### src/rtl/ssp_pkg.sv
// rtl/ssp_pkg.sv - shared widths, FIFO geometry and FSM state encodings for ssp_peer
package ssp_pkg;
  localparam int WORD_W     = 8;
  localparam int FIFO_DEPTH = 4;
  localparam int PTR_W      = $clog2(FIFO_DEPTH);
  localparam int CNT_W      = PTR_W + 1;
  localparam int BIT_CNT_W  = $clog2(WORD_W);

  typedef enum logic {R_IDLE, R_SHIFT} rx_state_e;
  typedef enum logic [1:0] {T_IDLE, T_SYNC, T_SHIFT} tx_state_e;
endpackage

### src/rtl/ssp_peer_if.sv
// rtl/ssp_peer_if.sv - local byte-side transmit/receive handshake for ssp_peer
interface ssp_peer_if;
  import ssp_pkg::*;
  logic              TX_VALID;
  logic [WORD_W-1:0] TX_DATA;
  logic              TX_READY;
  logic              RX_VALID;
  logic [WORD_W-1:0] RX_DATA;
  logic              RX_READY;
  logic              RX_OVERRUN;

  modport master (output TX_VALID, TX_DATA, RX_READY,
                  input  TX_READY, RX_VALID, RX_DATA, RX_OVERRUN);
  modport slave  (input  TX_VALID, TX_DATA, RX_READY,
                  output TX_READY, RX_VALID, RX_DATA, RX_OVERRUN);
endinterface

### src/rtl/ssp_peer_fifo.sv
// rtl/ssp_peer_fifo.sv - 4x8 synchronous first-word-fall-through FIFO with full/empty
module ssp_peer_fifo
  import ssp_pkg::*;
(
  input  logic              PCLK,
  input  logic              CLEAR_B,
  input  logic              i_push,
  input  logic [WORD_W-1:0] i_wdata,
  input  logic              i_pop,
  output logic [WORD_W-1:0] o_rdata,
  output logic              o_full,
  output logic              o_empty
);
  logic [WORD_W-1:0] r_mem [FIFO_DEPTH];
  logic [PTR_W-1:0]  r_wr_ptr;
  logic [PTR_W-1:0]  r_rd_ptr;
  logic [CNT_W-1:0]  r_count;
  logic              w_push;
  logic              w_pop;

  assign o_full  = (r_count == CNT_W'(FIFO_DEPTH));
  assign o_empty = (r_count == '0);
  assign w_pop   = i_pop & ~o_empty;
  // A write into a full FIFO lands only when the head leaves in the same cycle.
  assign w_push  = i_push & (~o_full | w_pop);
  assign o_rdata = o_empty ? '0 : r_mem[r_rd_ptr];

  always_ff @(posedge PCLK) begin
    if (w_push) r_mem[r_wr_ptr] <= i_wdata;
  end

  always_ff @(posedge PCLK) begin
    if (!CLEAR_B) begin
      r_wr_ptr <= '0;
      r_rd_ptr <= '0;
      r_count  <= '0;
    end else begin
      if (w_push) r_wr_ptr <= r_wr_ptr + 1'b1;
      if (w_pop)  r_rd_ptr <= r_rd_ptr + 1'b1;
      r_count <= r_count + CNT_W'(w_push) - CNT_W'(w_pop);
    end
  end
endmodule

### src/rtl/ssp_peer.sv
// rtl/ssp_peer.sv - SSP link peer: serial RX/TX with byte FIFOs; SSP_PEER_LOOPBACK_EN adds LOOPBACK input
module ssp_peer
  import ssp_pkg::*;
(
  input  logic PCLK,
  input  logic CLEAR_B,
  input  logic LNKCLK,
  input  logic LNKFSS,
  input  logic LNKRXD,
  input  logic LNKOE_B,
`ifdef SSP_PEER_LOOPBACK_EN
  input  logic LOOPBACK,
`endif
  ssp_peer_if.slave bus,
  output logic PEERCLKOUT,
  output logic PEERFSSOUT,
  output logic PEERTXD,
  output logic PEEROE_B
);
  logic w_rx_clk, w_rx_fss, w_rx_dat, w_rx_oe_b;
  logic r_clk_out, r_fss, r_txd, r_oe_b;

`ifdef SSP_PEER_LOOPBACK_EN
  assign w_rx_clk  = LOOPBACK ? r_clk_out : LNKCLK;
  assign w_rx_fss  = LOOPBACK ? r_fss     : LNKFSS;
  assign w_rx_dat  = LOOPBACK ? r_txd     : LNKRXD;
  assign w_rx_oe_b = LOOPBACK ? r_oe_b    : LNKOE_B;
`else
  assign w_rx_clk  = LNKCLK;
  assign w_rx_fss  = LNKFSS;
  assign w_rx_dat  = LNKRXD;
  assign w_rx_oe_b = LNKOE_B;
`endif

  // Receiver
  rx_state_e            r_rx_state, w_rx_state_nx;
  logic [BIT_CNT_W-1:0] r_rx_cnt, w_rx_cnt_nx;
  logic [WORD_W-1:0]    r_rx_sh, w_rx_sh_nx;
  logic                 r_rx_wr, w_rx_wr_nx;
  logic                 r_lnk_clk_d, r_overrun;
  logic                 w_rx_rise, w_rx_full, w_rx_empty, w_rx_pop, w_rx_push;

  assign w_rx_rise = w_rx_clk & ~r_lnk_clk_d;
  assign w_rx_pop  = bus.RX_READY & ~w_rx_empty;
  assign w_rx_push = r_rx_wr & (~w_rx_full | w_rx_pop);

  always_comb begin
    w_rx_state_nx = r_rx_state;
    w_rx_cnt_nx   = r_rx_cnt;
    w_rx_sh_nx    = r_rx_sh;
    w_rx_wr_nx    = 1'b0;
    case (r_rx_state)
      R_IDLE: begin
        if (w_rx_rise && w_rx_fss && !w_rx_oe_b) begin
          w_rx_state_nx = R_SHIFT;
          w_rx_cnt_nx   = '0;
        end
      end
      R_SHIFT: begin
        if (w_rx_rise) begin
          w_rx_sh_nx  = {r_rx_sh[WORD_W-2:0], w_rx_dat};
          w_rx_cnt_nx = r_rx_cnt + 1'b1;
          if (r_rx_cnt == BIT_CNT_W'(WORD_W - 1)) begin
            w_rx_state_nx = R_IDLE;
            w_rx_wr_nx    = 1'b1;
          end
        end
      end
    endcase
  end

  always_ff @(posedge PCLK) begin
    if (!CLEAR_B) begin
      r_rx_state  <= R_IDLE;
      r_rx_cnt    <= '0;
      r_rx_sh     <= '0;
      r_rx_wr     <= 1'b0;
      r_lnk_clk_d <= 1'b0;
      r_overrun   <= 1'b0;
    end else begin
      r_rx_state  <= w_rx_state_nx;
      r_rx_cnt    <= w_rx_cnt_nx;
      r_rx_sh     <= w_rx_sh_nx;
      r_rx_wr     <= w_rx_wr_nx;
      r_lnk_clk_d <= w_rx_clk;
      if (r_rx_wr && !w_rx_push) r_overrun <= 1'b1;
    end
  end

  ssp_peer_fifo u_rx_fifo (
    .PCLK    (PCLK),
    .CLEAR_B (CLEAR_B),
    .i_push  (w_rx_push),
    .i_wdata (r_rx_sh),
    .i_pop   (w_rx_pop),
    .o_rdata (bus.RX_DATA),
    .o_full  (w_rx_full),
    .o_empty (w_rx_empty)
  );

  assign bus.RX_VALID   = ~w_rx_empty;
  assign bus.RX_OVERRUN = r_overrun;

  // Transmitter: all state moves on the cycle PEERCLKOUT falls, so data is
  // stable half a serial period before the peer's rising-edge sample.
  tx_state_e            r_tx_state, w_tx_state_nx;
  logic [BIT_CNT_W-1:0] r_tx_cnt, w_tx_cnt_nx;
  logic [WORD_W-1:0]    r_tx_sh, w_tx_sh_nx, w_tx_rdata;
  logic                 w_fss_nx, w_txd_nx, w_oe_b_nx;
  logic                 w_tick, w_tx_pop, w_tx_full, w_tx_empty, w_tx_ready;

  assign w_tick     = r_clk_out;
  assign w_tx_ready = ~w_tx_full;

  always_comb begin
    w_tx_state_nx = r_tx_state;
    w_tx_cnt_nx   = r_tx_cnt;
    w_tx_sh_nx    = r_tx_sh;
    w_fss_nx      = r_fss;
    w_txd_nx      = r_txd;
    w_oe_b_nx     = r_oe_b;
    w_tx_pop      = 1'b0;
    if (w_tick) begin
      case (r_tx_state)
        T_IDLE, T_SHIFT: begin
          if (r_tx_state == T_SHIFT && r_tx_cnt != '0) begin
            w_txd_nx    = r_tx_sh[r_tx_cnt - 1'b1];
            w_tx_cnt_nx = r_tx_cnt - 1'b1;
          end else if (!w_tx_empty) begin
            w_tx_pop      = 1'b1;
            w_tx_sh_nx    = w_tx_rdata;
            w_fss_nx      = 1'b1;
            w_oe_b_nx     = 1'b0;
            w_txd_nx      = 1'b0;
            w_tx_state_nx = T_SYNC;
          end else begin
            w_oe_b_nx     = 1'b1;
            w_txd_nx      = 1'b0;
            w_tx_state_nx = T_IDLE;
          end
        end
        T_SYNC: begin
          w_fss_nx      = 1'b0;
          w_txd_nx      = r_tx_sh[WORD_W-1];
          w_tx_cnt_nx   = BIT_CNT_W'(WORD_W - 1);
          w_tx_state_nx = T_SHIFT;
        end
        default: w_tx_state_nx = T_IDLE;
      endcase
    end
  end

  always_ff @(posedge PCLK) begin
    if (!CLEAR_B) begin
      r_tx_state <= T_IDLE;
      r_tx_cnt   <= '0;
      r_tx_sh    <= '0;
      r_clk_out  <= 1'b0;
      r_fss      <= 1'b0;
      r_txd      <= 1'b0;
      r_oe_b     <= 1'b1;
    end else begin
      r_tx_state <= w_tx_state_nx;
      r_tx_cnt   <= w_tx_cnt_nx;
      r_tx_sh    <= w_tx_sh_nx;
      r_clk_out  <= ~r_clk_out;
      r_fss      <= w_fss_nx;
      r_txd      <= w_txd_nx;
      r_oe_b     <= w_oe_b_nx;
    end
  end

  ssp_peer_fifo u_tx_fifo (
    .PCLK    (PCLK),
    .CLEAR_B (CLEAR_B),
    .i_push  (bus.TX_VALID & w_tx_ready),
    .i_wdata (bus.TX_DATA),
    .i_pop   (w_tx_pop),
    .o_rdata (w_tx_rdata),
    .o_full  (w_tx_full),
    .o_empty (w_tx_empty)
  );

  assign bus.TX_READY = w_tx_ready;
  assign PEERCLKOUT   = r_clk_out;
  assign PEERFSSOUT   = r_fss;
  assign PEERTXD      = r_txd;
  assign PEEROE_B     = r_oe_b;
endmodule

### src/flat_wrapper.sv
// flat-port wrapper written by rule: the top's interface ports become plain ports
module ssp_peer_flat import ssp_pkg::*;
  (PCLK, CLEAR_B, LNKCLK, LNKFSS, LNKRXD, LNKOE_B, PEERCLKOUT, PEERFSSOUT, PEERTXD, PEEROE_B, bus_TX_VALID, bus_TX_DATA, bus_RX_READY, bus_TX_READY, bus_RX_VALID, bus_RX_DATA, bus_RX_OVERRUN);
  ssp_peer_if bus_i ();
  input  logic PCLK;
  input  logic CLEAR_B;
  input  logic LNKCLK;
  input  logic LNKFSS;
  input  logic LNKRXD;
  input  logic LNKOE_B;
  output logic PEERCLKOUT;
  output logic PEERFSSOUT;
  output logic PEERTXD;
  output logic PEEROE_B;
  input wire logic [$bits(bus_i.TX_VALID)-1:0] bus_TX_VALID;
  input wire logic [$bits(bus_i.TX_DATA)-1:0] bus_TX_DATA;
  input wire logic [$bits(bus_i.RX_READY)-1:0] bus_RX_READY;
  output wire logic [$bits(bus_i.TX_READY)-1:0] bus_TX_READY;
  output wire logic [$bits(bus_i.RX_VALID)-1:0] bus_RX_VALID;
  output wire logic [$bits(bus_i.RX_DATA)-1:0] bus_RX_DATA;
  output wire logic [$bits(bus_i.RX_OVERRUN)-1:0] bus_RX_OVERRUN;
  assign bus_i.TX_VALID = bus_TX_VALID;
  assign bus_i.TX_DATA = bus_TX_DATA;
  assign bus_i.RX_READY = bus_RX_READY;
  assign bus_TX_READY = bus_i.TX_READY;
  assign bus_RX_VALID = bus_i.RX_VALID;
  assign bus_RX_DATA = bus_i.RX_DATA;
  assign bus_RX_OVERRUN = bus_i.RX_OVERRUN;
  ssp_peer u_core (.PCLK(PCLK), .CLEAR_B(CLEAR_B), .LNKCLK(LNKCLK), .LNKFSS(LNKFSS), .LNKRXD(LNKRXD), .LNKOE_B(LNKOE_B), .bus(bus_i), .PEERCLKOUT(PEERCLKOUT), .PEERFSSOUT(PEERFSSOUT), .PEERTXD(PEERTXD), .PEEROE_B(PEEROE_B));
endmodule
### config.mk
export PLATFORM = sky130hd
export DESIGN_NAME = ssp_peer_flat
export DESIGN_NICKNAME = d
export VERILOG_FILES = /design/src/rtl/ssp_pkg.sv /design/src/rtl/ssp_peer_if.sv /design/src/rtl/ssp_peer_fifo.sv /design/src/rtl/ssp_peer.sv /design/src/flat_wrapper.sv
export SDC_FILE = /design/constraint.sdc
export NUM_CORES = 1
export LEC_CHECK = 0
export ABC_AREA = 1
export BUFFER_PORTS_ARGS = -buffer_cell sky130_fd_sc_hd__buf_2
export CAP_MARGIN = 20
export CORE_UTILIZATION = 40
export CTS_BUF_LIST = sky130_fd_sc_hd__clkbuf_8
export DETAILED_ROUTE_END_ITERATION = 7
export GPL_TIMING_DRIVEN = 0
export SLEW_MARGIN = 20
export SYNTH_ARGS = -nofsm -noshare
export SYNTH_HDL_FRONTEND = slang
export SYNTH_SLANG_ARGS = --single-unit
### constraint.sdc
create_clock -name PCLK -period 2.95 [get_ports PCLK]
set_clock_uncertainty 0.05 [all_clocks]
set_input_delay 0.1475 -clock PCLK [delete_from_list [all_inputs] [get_ports PCLK]]
set_output_delay 0.1475 -clock PCLK [all_outputs]
set_load 0.02 [all_outputs]
==> metrics.md, run 1 <==
| Metric | Value |
|---|---|
| Status | complete, no violations |
| Pin count of the biggest net entering global routing | 19 |
| Die H | around 110 um |
| Min-Delay Endpoint | u_core.bus.RX_OVERRUN$_SDFFE_PN0P_ |
| Worst slew margin | a little under half |
| Minimum clock period | 2.62 ns |
| Setup crit end kind | flip-flop |
| Gates resized, CTS repair | 0 |
| R2R depth | 16 |
| Post-route DRC | 0 |
| Register area share after synthesis | around three fifths |
| Max Fclk | 382 MHz |
| Worst EP required | about 3.2 ns |
| Non-Filler Instances | a little under 700 |
| Number of core rows | 39 |
| I/O Pins | 31 |
| Core box area | ~11000 um^2 |
| DRT Wirelength | 8.53 mm |
| Clk slew on worst S/H paths | about 0.1 ns |
| Crit path DAT | 2.84 ns |
| DRT antenna net count | 0 |
| Worst-path maximum fanout | 10 |
| Starting density of the core | 41.1% |
| Worst hold stages | 4 |
| # H-tree levels | 3 |
| Wire length per cell | ~13 um |
| Tot GR Track Use | ~15% |
| Hold-fix buffers, CTS | 11 |
| Clock latency on the worst-skew pair | 0.38 ns |
| Crit Reg-Reg Endpoint | u_core.u_tx_fifo.r_count[2]$_SDFF_PN0_ |
| R2R Setup Slk | 0.33 ns |
| PwrDens | 727 nW/um^2 |
| Critical path type | flip-flop to flip-flop |
| Initial antenna violation count | 0 |
| Cell Area, Synth | roughly 4700 um^2 |
| Final Hold Viols | 0 |
| RSZ-0062 raised after global routing | false |
| Synth-to-layout area growth | 13.4% |
| DR vias/cell | 4.73 |
| Clk buf depth | 2 |
| Post-synthesis adder-cell area fraction | 5.11% |
| Worst setup SP type | flip-flop |
| Final hold slack | 0.0514 ns |
| # setup viols final | 0 |
| Die area | about 12000 um^2 |
| Number of diodes | 0 |
| CTS tree | built |
| Setup Buffers After CTS | 0 |
| Grt ovf | 0 |
| Worst Tran Pin Value | roughly 0.8 ns |
| Post-Synth Simple-Gate Area | between 15 and 20% |
| Die width | between 100 and 150 um |
| Max VDD drop | around 450 uV |
| Mux contribution to synthesized area | 0% |
| CTS Buf Count | 9 |
| Post-Place Cells | roughly 650 |
| Pre-antenna DRT Iters | 4 |
| Number of max-cap violations | 0 |
| RePlAce Congestion | a little over 0.8 |
| Largest family of logic cells by synthesized area | simple AND/OR/NAND/NOR gates |
| Post-synthesis average cell area | roughly 10 um^2 |
| First-pass GRT wire length | roughly 14 mm |
| PortBufs | 29 |
| Post-synthesis net count | around 500 |
| DR iter-0 viols | around 120 |
| Period utilization | ~89% |
| Layout cell share with drive strength beyond 1 | 13.6% |
| Synth cell types | 28 |
| Warnings from Yosys | 0 |
| Reg2reg start | u_core.r_tx_cnt[0]$_SDFFE_PN0P_ |
| Cells after Synth | 481 |
| XOR/XNOR Fraction of Synth Area | roughly 1.1% |
| DP HPWL | between 5 and 6 mm |
| Number of synthesized register bits | approximately 110 |
| Compound-Gate Fraction of Synth Area | between 10% and 20% |
| DR vias | between 3k and 4k |
| Clock root cell | clkbuf_8 |
| Final Slew Violations | 0 |
| Setup tns final | 0 ns |
| Worst min-delay path category | primary input to flip-flop |
| Vias in the first global route | between 2k and 3k |
| Final #Nets | around 570 |
| Sinks on Clock Net | 112 |
| Lkg Pwr | roughly 2.2 nW |
| Hold Path Origin | bus_RX_READY |
==> final cells by class <==
class | count | area (um^2)
timing repair buffer | 40 | 255
clock buffer | 9 | 124
inverter | 54 | 203
fill | 1092 | 6090
tap | 143 | 179
multi-input combinational | 297 | 1510
sequential | 112 | 2880
clock inverter | 7 | 71.3
buffer | 18 | 106
==> kinds of logic (layout without fill, tap and decap cells) <==
group | after synthesis | after routing
AND/OR/NAND/NOR | 176 | 176
buffers and inverters | 72 | 128
flip-flops | 112 | 112
AO/OA/AOI/OAI | 97 | 97
adder cells (fa/ha/maj) | 18 | 18
XOR/XNOR | 6 | 6
==> sequential cells by signal (all words and copies together) (netlist names), 2 cells and up, named ones only <==
signal and count:
u_core.r_tx_cnt 3, u_core.u_tx_fifo.r_wr_ptr 2, u_core.u_rx_fifo.r_wr_ptr 2, u_core.r_rx_cnt 3, u_core.r_tx_state 2, u_core.r_tx_sh 8, u_core.u_tx_fifo.r_count 3, u_core.u_rx_fifo.r_mem 32
u_core.u_tx_fifo.r_rd_ptr 2, u_core.r_rx_sh 8, u_core.u_tx_fifo.r_mem 32, u_core.u_rx_fifo.r_rd_ptr 2, u_core.u_rx_fifo.r_count 3
==> layout by cell type, fill, tap and decap left out <==
cell type        n
xor2_1           5
nor2_2           2
dfxtp_1         48
o21ai_0         62
nor2_1         108
o21ai_1          3
bufinv_16        1
buf_6            2
clkinv_2         1
edfxtp_1        64
dlygate4sd3_1   11
ha_1            16
nand2_2          2
clkbuf_1         3
nor3_1           2
nor2_4           1
nand2_1         46
nand3_1         10
buf_4            3
nand4_1          1
a21oi_1         30
o22ai_1          1
o21ba_2          1
buf_2           38
inv_6            1
clkbuf_8         9
fa_1             2
inv_2            4
nand2_4          3
xnor2_1          1
or2_2            1
inv_1           51
clkinv_4         1
clkinvlp_4       2
clkbuf_2         1
==> cell usage after synthesis (all sizes together) <==
master	count	area share (%)
a21oi	30	3.2
ha	16	4.3
or2	1	0.13
xor2	5	0.93
o21ba	1	0.21
xnor2	1	0.19
clkbuf	4	0.35
nand3	10	1.1
inv	54	4.3
o21ai	65	6.9
nor3	2	0.21
fa	2	0.85
dfxtp	48	20
edfxtp	64	41
buf	14	1.9
nand2	51	4.7
o22ai	1	0.13
nand4	1	0.13
nor2	111	9.1
==> worst max-delay path: stages (launching register included) <==
cell,delay [ns]
dfxtp_1,0.41
inv_1,0.16
ha_1,0.24
nand2_2,0.09
nand2_4,0.06
nand2_4,0.07
nor2_4,0.05
nand2_4,0.08
buf_6,0.14
inv_1,0.05
ha_1,0.26
inv_1,0.06
ha_1,0.13
inv_1,0.05
fa_1,0.40
o21ai_0,0.17
a21oi_1,0.06
==> worst max-delay path by stage <==
stage	start	slack (ns)	end	cells past startpoint
floorplan	u_core.r_tx_cnt[0]$_SDFFE_PN0P_	0.56	u_core.u_tx_fifo.r_count[2]$_SDFF_PN0_	16
global placement	u_core.r_tx_cnt[0]$_SDFFE_PN0P_	0.37	u_core.u_tx_fifo.r_count[2]$_SDFF_PN0_	16
detailed placement	u_core.r_tx_cnt[0]$_SDFFE_PN0P_	0.33	u_core.u_tx_fifo.r_count[2]$_SDFF_PN0_	16
CTS	u_core.r_tx_cnt[0]$_SDFFE_PN0P_	0.30	u_core.u_tx_fifo.r_count[2]$_SDFF_PN0_	16
global route	u_core.r_tx_cnt[0]$_SDFFE_PN0P_	0.13	u_core.u_tx_fifo.r_count[2]$_SDFF_PN0_	16
finish	u_core.r_tx_cnt[0]$_SDFFE_PN0P_	0.33	u_core.u_tx_fifo.r_count[2]$_SDFF_PN0_	16
==> power by group <==
part | switching (mW) | total [mW] | internal [mW] | leakage [nW]
Combinational | 0.706 | 1.09 | 0.386 | 1.15
Sequential | 0.0845 | 1.89 | 1.81 | 0.987
Clock | 0.496 | 0.888 | 0.392 | 0.0970
==> layer usage <==
metal,vias up,track usage (%),share of wire (%)
li1,1671,-,-
met5,-,0,0
met3,9,4.59,3.6
met1,1491,17.5,45
met2,42,26.9,50
met4,0,4.79,1.1
==> metrics by stage <==
step / cell area (um^2) / power [mW] / utilization [%] / setup slack [ns]
floorplan: 4700 / 2.71 / - / 0.556
global placement: 5020 / 2.99 / 44.0 / 0.367
detailed placement: 5020 / 3.03 / 44.0 / 0.332
CTS: 5330 / 3.92 / 46.6 / 0.304
global route: 5330 / 4.15 / 46.6 / 0.130
finish: 5330 / 3.87 / 46.6 / 0.330
(Power assumes the default switching activity.)
==> inputs of run 2 (changes only) <==
--- a/config.mk
+++ b/config.mk
@@ -5,7 +5,7 @@
 export SDC_FILE = /design/constraint.sdc
 export NUM_CORES = 1
 export LEC_CHECK = 0
-export ABC_AREA = 1
+export ABC_AREA = 0
 export BUFFER_PORTS_ARGS = -buffer_cell sky130_fd_sc_hd__buf_2
 export CAP_MARGIN = 20
 export CORE_UTILIZATION = 40
==> run 2 against run 1 <==
  * Sequential share of layout area up 0.29 points
  * Synthesized cell count down 32%
  * Critical path depth shrank 3
  * Combinational power barely moved
  * Highest routed layer unchanged
==> metrics.md, run 2 <==
| Metric | Value |
|---|---|
| Regs by FF count | u_core.u_rx_fifo.r_mem: 32 flops, u_core.u_tx_fifo.r_mem: 32 flops |
| # setup viols final | 0 (unchanged) |
| DR vias/cell | 4.81 (+1.9%) |
| Die width | 110 um (-0.53%) |
| Post-route DRC | 0 (unchanged) |
| Clock root cell | clkbuf_8 |
| Wire length per cell | 14.6 um (+16%) |
| Count leader, synth | edfxtp_1 |
| Register area | 2880 um^2 (unchanged) |
| Clk slew on worst S/H paths | 0.10 ns (about the same) |
| DR vias | 2513 (-22%) |
| Clock latency on the worst-skew pair | 0.37 ns (about the same) |
| Synth cell types | 43 (+54%) |
| Max VDD drop | 442 uV (-0.97%) |
| DRT Wirelength | 7.63 mm (-11%) |
| Core box area | 11100 um^2 (-3.0%) |
| M3 GR Usage | 3.68% (-0.91 points) |
| Ranking of synthesized cells by area | edfxtp_1 (41%), dfxtp_1 (21%), mux4_2 (8.7%), ha_1 (4.3%), and2_1 (3.4%) |
| # H-tree levels | 3 (unchanged) |
| Vias in the first global route | 2579 (-13%) |
| PwrDens | 744 nW/um^2 (+2.4%) |
| Pre-antenna DRT Iters | 4 (unchanged) |
| Worst setup SP type | flip-flop |
| DR iter-0 viols | 69 (-44%) |
| CTS tree | built |
| Crit path cell chain | inv_1 > ha_1 > nand2b_4 > a211oi_4 > buf_6 > ha_1 > inv_1 > ha_1 > inv_1 > fa_1 > xnor2_1 > xnor2_1 > and2_1 |
| Most common cell after layout, fill and taps aside | edfxtp_1 |
| Area of placed instances | 4970 um^2 (-1.1%) |
| Async set-or-reset flop fraction in the synthesized netlist | 0% (unchanged) |
| Warnings from Yosys | 0 (unchanged) |
| R2R depth | 13 (-3) |
| Final worst slack | 0.289 ns (-0.0407 ns) |
| Max Fclk | 376 MHz (-1.5%) |
| CTS Buf Count | 9 (unchanged) |
| DRT antenna net count | 0 (unchanged) |
| Crit path DAT | 2.88 ns (+0.04 ns) |
| Layout cell share with drive strength beyond 1 | 19.9% (+6.3 points) |
| Minimum clock period | 2.66 ns (+0.0407 ns) |
| PortBufs | 29 (unchanged) |
| Overall Power | 3.94 mW (+1.8%) |
| CP peak stage delay | 0.40 ns (about the same) |
| Cells after Synth | 326 (-32%) |
| Reg2reg start | u_core.r_tx_cnt[0]$_SDFFE_PN0P_ |
| Tot GR Track Use | 14.4% (-0.76 points) |
| RePlAce Congestion | 0.733 (-9.3%) |
| Grt ovf | 0 (unchanged) |
| Worst Tran Pin Value | 0.598 ns (-0.219 ns) |
| Most used routing layer | met2 |
| DP HPWL | 5.28 mm (-12%) |
| Setup tns final | 0 ns (unchanged) |
| Number of max-cap violations | 0 (unchanged) |
| Pin count of the biggest net entering global routing | 21 (+2) |
| M2 GR Usage | 24.6% (-2.4 points) |
| Worst setup path start | u_core.r_tx_cnt[0]$_SDFFE_PN0P_ |
| Area share of the largest cell type after synthesis | 41.4% (+0.45 points) |
| Commonest non-fill, non-tap cells in the layout | edfxtp_1 (64), dfxtp_1 (48), buf_2 (32) |
| Clk buf depth | 2 (unchanged) |
| Status | complete, no violations |
| RSZ-0062 raised after global routing | false |
| Worst hold stages | 4 (unchanged) |
| Die H | 110 um (-0.53%) |
| Final Slew Violations | 0 (unchanged) |
| Number of synthesized register bits | 112 (unchanged) |
| Final Cell Area | 5300 um^2 (-0.54%) |
| Synth area leader | edfxtp_1 |
| Cell Area, Synth | 4650 um^2 (-1.1%) |
| Gates resized, CTS repair | 0 (unchanged) |
| Synth-to-layout area growth | 14.0% |
| Synth cell count leaders | edfxtp_1 (64), dfxtp_1 (48), and2_1 (25), nand2_1 (25), nor2b_1 (21) |
| Sinks on Clock Net | 112 (unchanged) |
| Post-synth EDFFs | 64 (unchanged) |
| Worst EP required | 3.17 ns (about the same) |
| Final Hold Viols | 0 (unchanged) |
| Setup crit end kind | flip-flop |
| CP max-delay cell | fa_1 |
| Finished Core Util | 47.8% (+1.2 points) |
| I/O Pins | 31 (unchanged) |
| Ys flop type | edfxtp_1 |
| Number of diodes | 0 (unchanged) |
| Period utilization | 90.2% (+1.4 points) |
| Hold Path Origin | LNKOE_B |
| Worst slack, placed | 0.0805 ns (-0.251 ns) |
| Multi-input combinational cell area | 1630 um^2 (+8.2%) |
| Initial antenna violation count | 0 (unchanged) |
| Starting density of the core | 41.9% (+0.80 points) |
| Critical path type | flip-flop to flip-flop |
| Post-synthesis net count | 360 (-30%) |
| Final #Nets | 411 (-27%) |
| Fillers | 975 (-11%) |
| Number of core rows | 38 (-2.6%) |
| Worst slew margin | 59.8% (+14 points) |
| Worst min-delay path category | primary input to flip-flop |
| Lkg Pwr | 1.91 nW (-15%) |
| First-pass GRT wire length | 12.8 mm (-7.0%) |
| Post-synthesis average cell area | 14.3 um^2 (+46%) |
| Register area share after synthesis | 62.1% (+0.68 points) |
| Worst-path maximum fanout | 10 (unchanged) |
| Met1 usage | 18.0% (+0.48 points) |
| Die area | 12000 um^2 (-1.1%) |
[run 2: cell count changes after synthesis, sizes merged, moves of 11 or more]
cell    before  now
nor2       111    3
o21ai       65    5
inv         54   16
nand2       51   25
and2         0   25
a21oi       30    6
nor2b        0   21
mux4         0   18
a21boi       0   11
[run 2: cells by family (layout without fill, tap and decap cells)]
logic type	count (synthesis)	count (layout)	share of synthesized area [%]
flip-flops	112	112	62.1
AND/OR/NAND/NOR	95	95	11.8
AO/OA/AOI/OAI	32	32	5.09
buffers and inverters	30	86	2.88
multiplexers	29	29	11.1
adder cells (fa/ha/maj)	18	18	5.17
XOR/XNOR	10	10	1.89
[run 2: power by group]
part	switching, mW	internal [mW]
sequential	0.0846	1.80
combinational	0.558	0.521
clock	0.540	0.440
[run 2: through the flow]
stage          hold slack, ns  std cells
2_1_floorplan           0.196        326
4_1_cts                0.0426        521
6_report               0.0668        522
3_5_place_dp            0.316        495
3_3_place_gp            0.309        495
5_1_grt                0.0678        522
[run 2: cell type report]
cell class                 count  area share (%)
buffer                        14            1.35
clock buffer                  10            2.60
clock inverter                 6            1.63
inverter                      16            1.18
multi-input combinational    184            30.8
sequential                   112            54.4
tap                          140            3.31
timing repair buffer          40            4.77
[run 2: routing by layer]
layer  vias up  wire [um]
met4         0         80
li1       1259          -
met3         7        203
met5         -          0
met2        30       3700
met1      1217       3650
[run 2: worst max-delay path, delay by kind of cell (launching register included)]
family	cells	cell delay [ns]
AOI/OAI and AO/OA	1	0.27
buffers and inverters	4	0.40
and+or+nand+nor	2	0.22
xor gates and xnor gates	2	0.27
adders and majority gates	4	0.97
DFF	1	0.37
[run 2: timing repair]
action,in CTS,in global routing
setup endpoints to repair,0,1
setup buffers,0,1
hold buffers,10,0
endpoints found under the hold margin,34,0
[run 2: worst paths after layout]
path	slack, ns	endpoint
worst max-delay path	0.29	u_core.u_tx_fifo.r_count[2]$_SDFF_PN0_
worst min-delay path	0.07	u_core.r_rx_state$_SDFF_PN0_
worst max register to register	0.29	u_core.u_tx_fifo.r_count[2]$_SDFF_PN0_
worst min register to register	0.41	u_core.PEERFSSOUT$_SDFFE_PN0P_
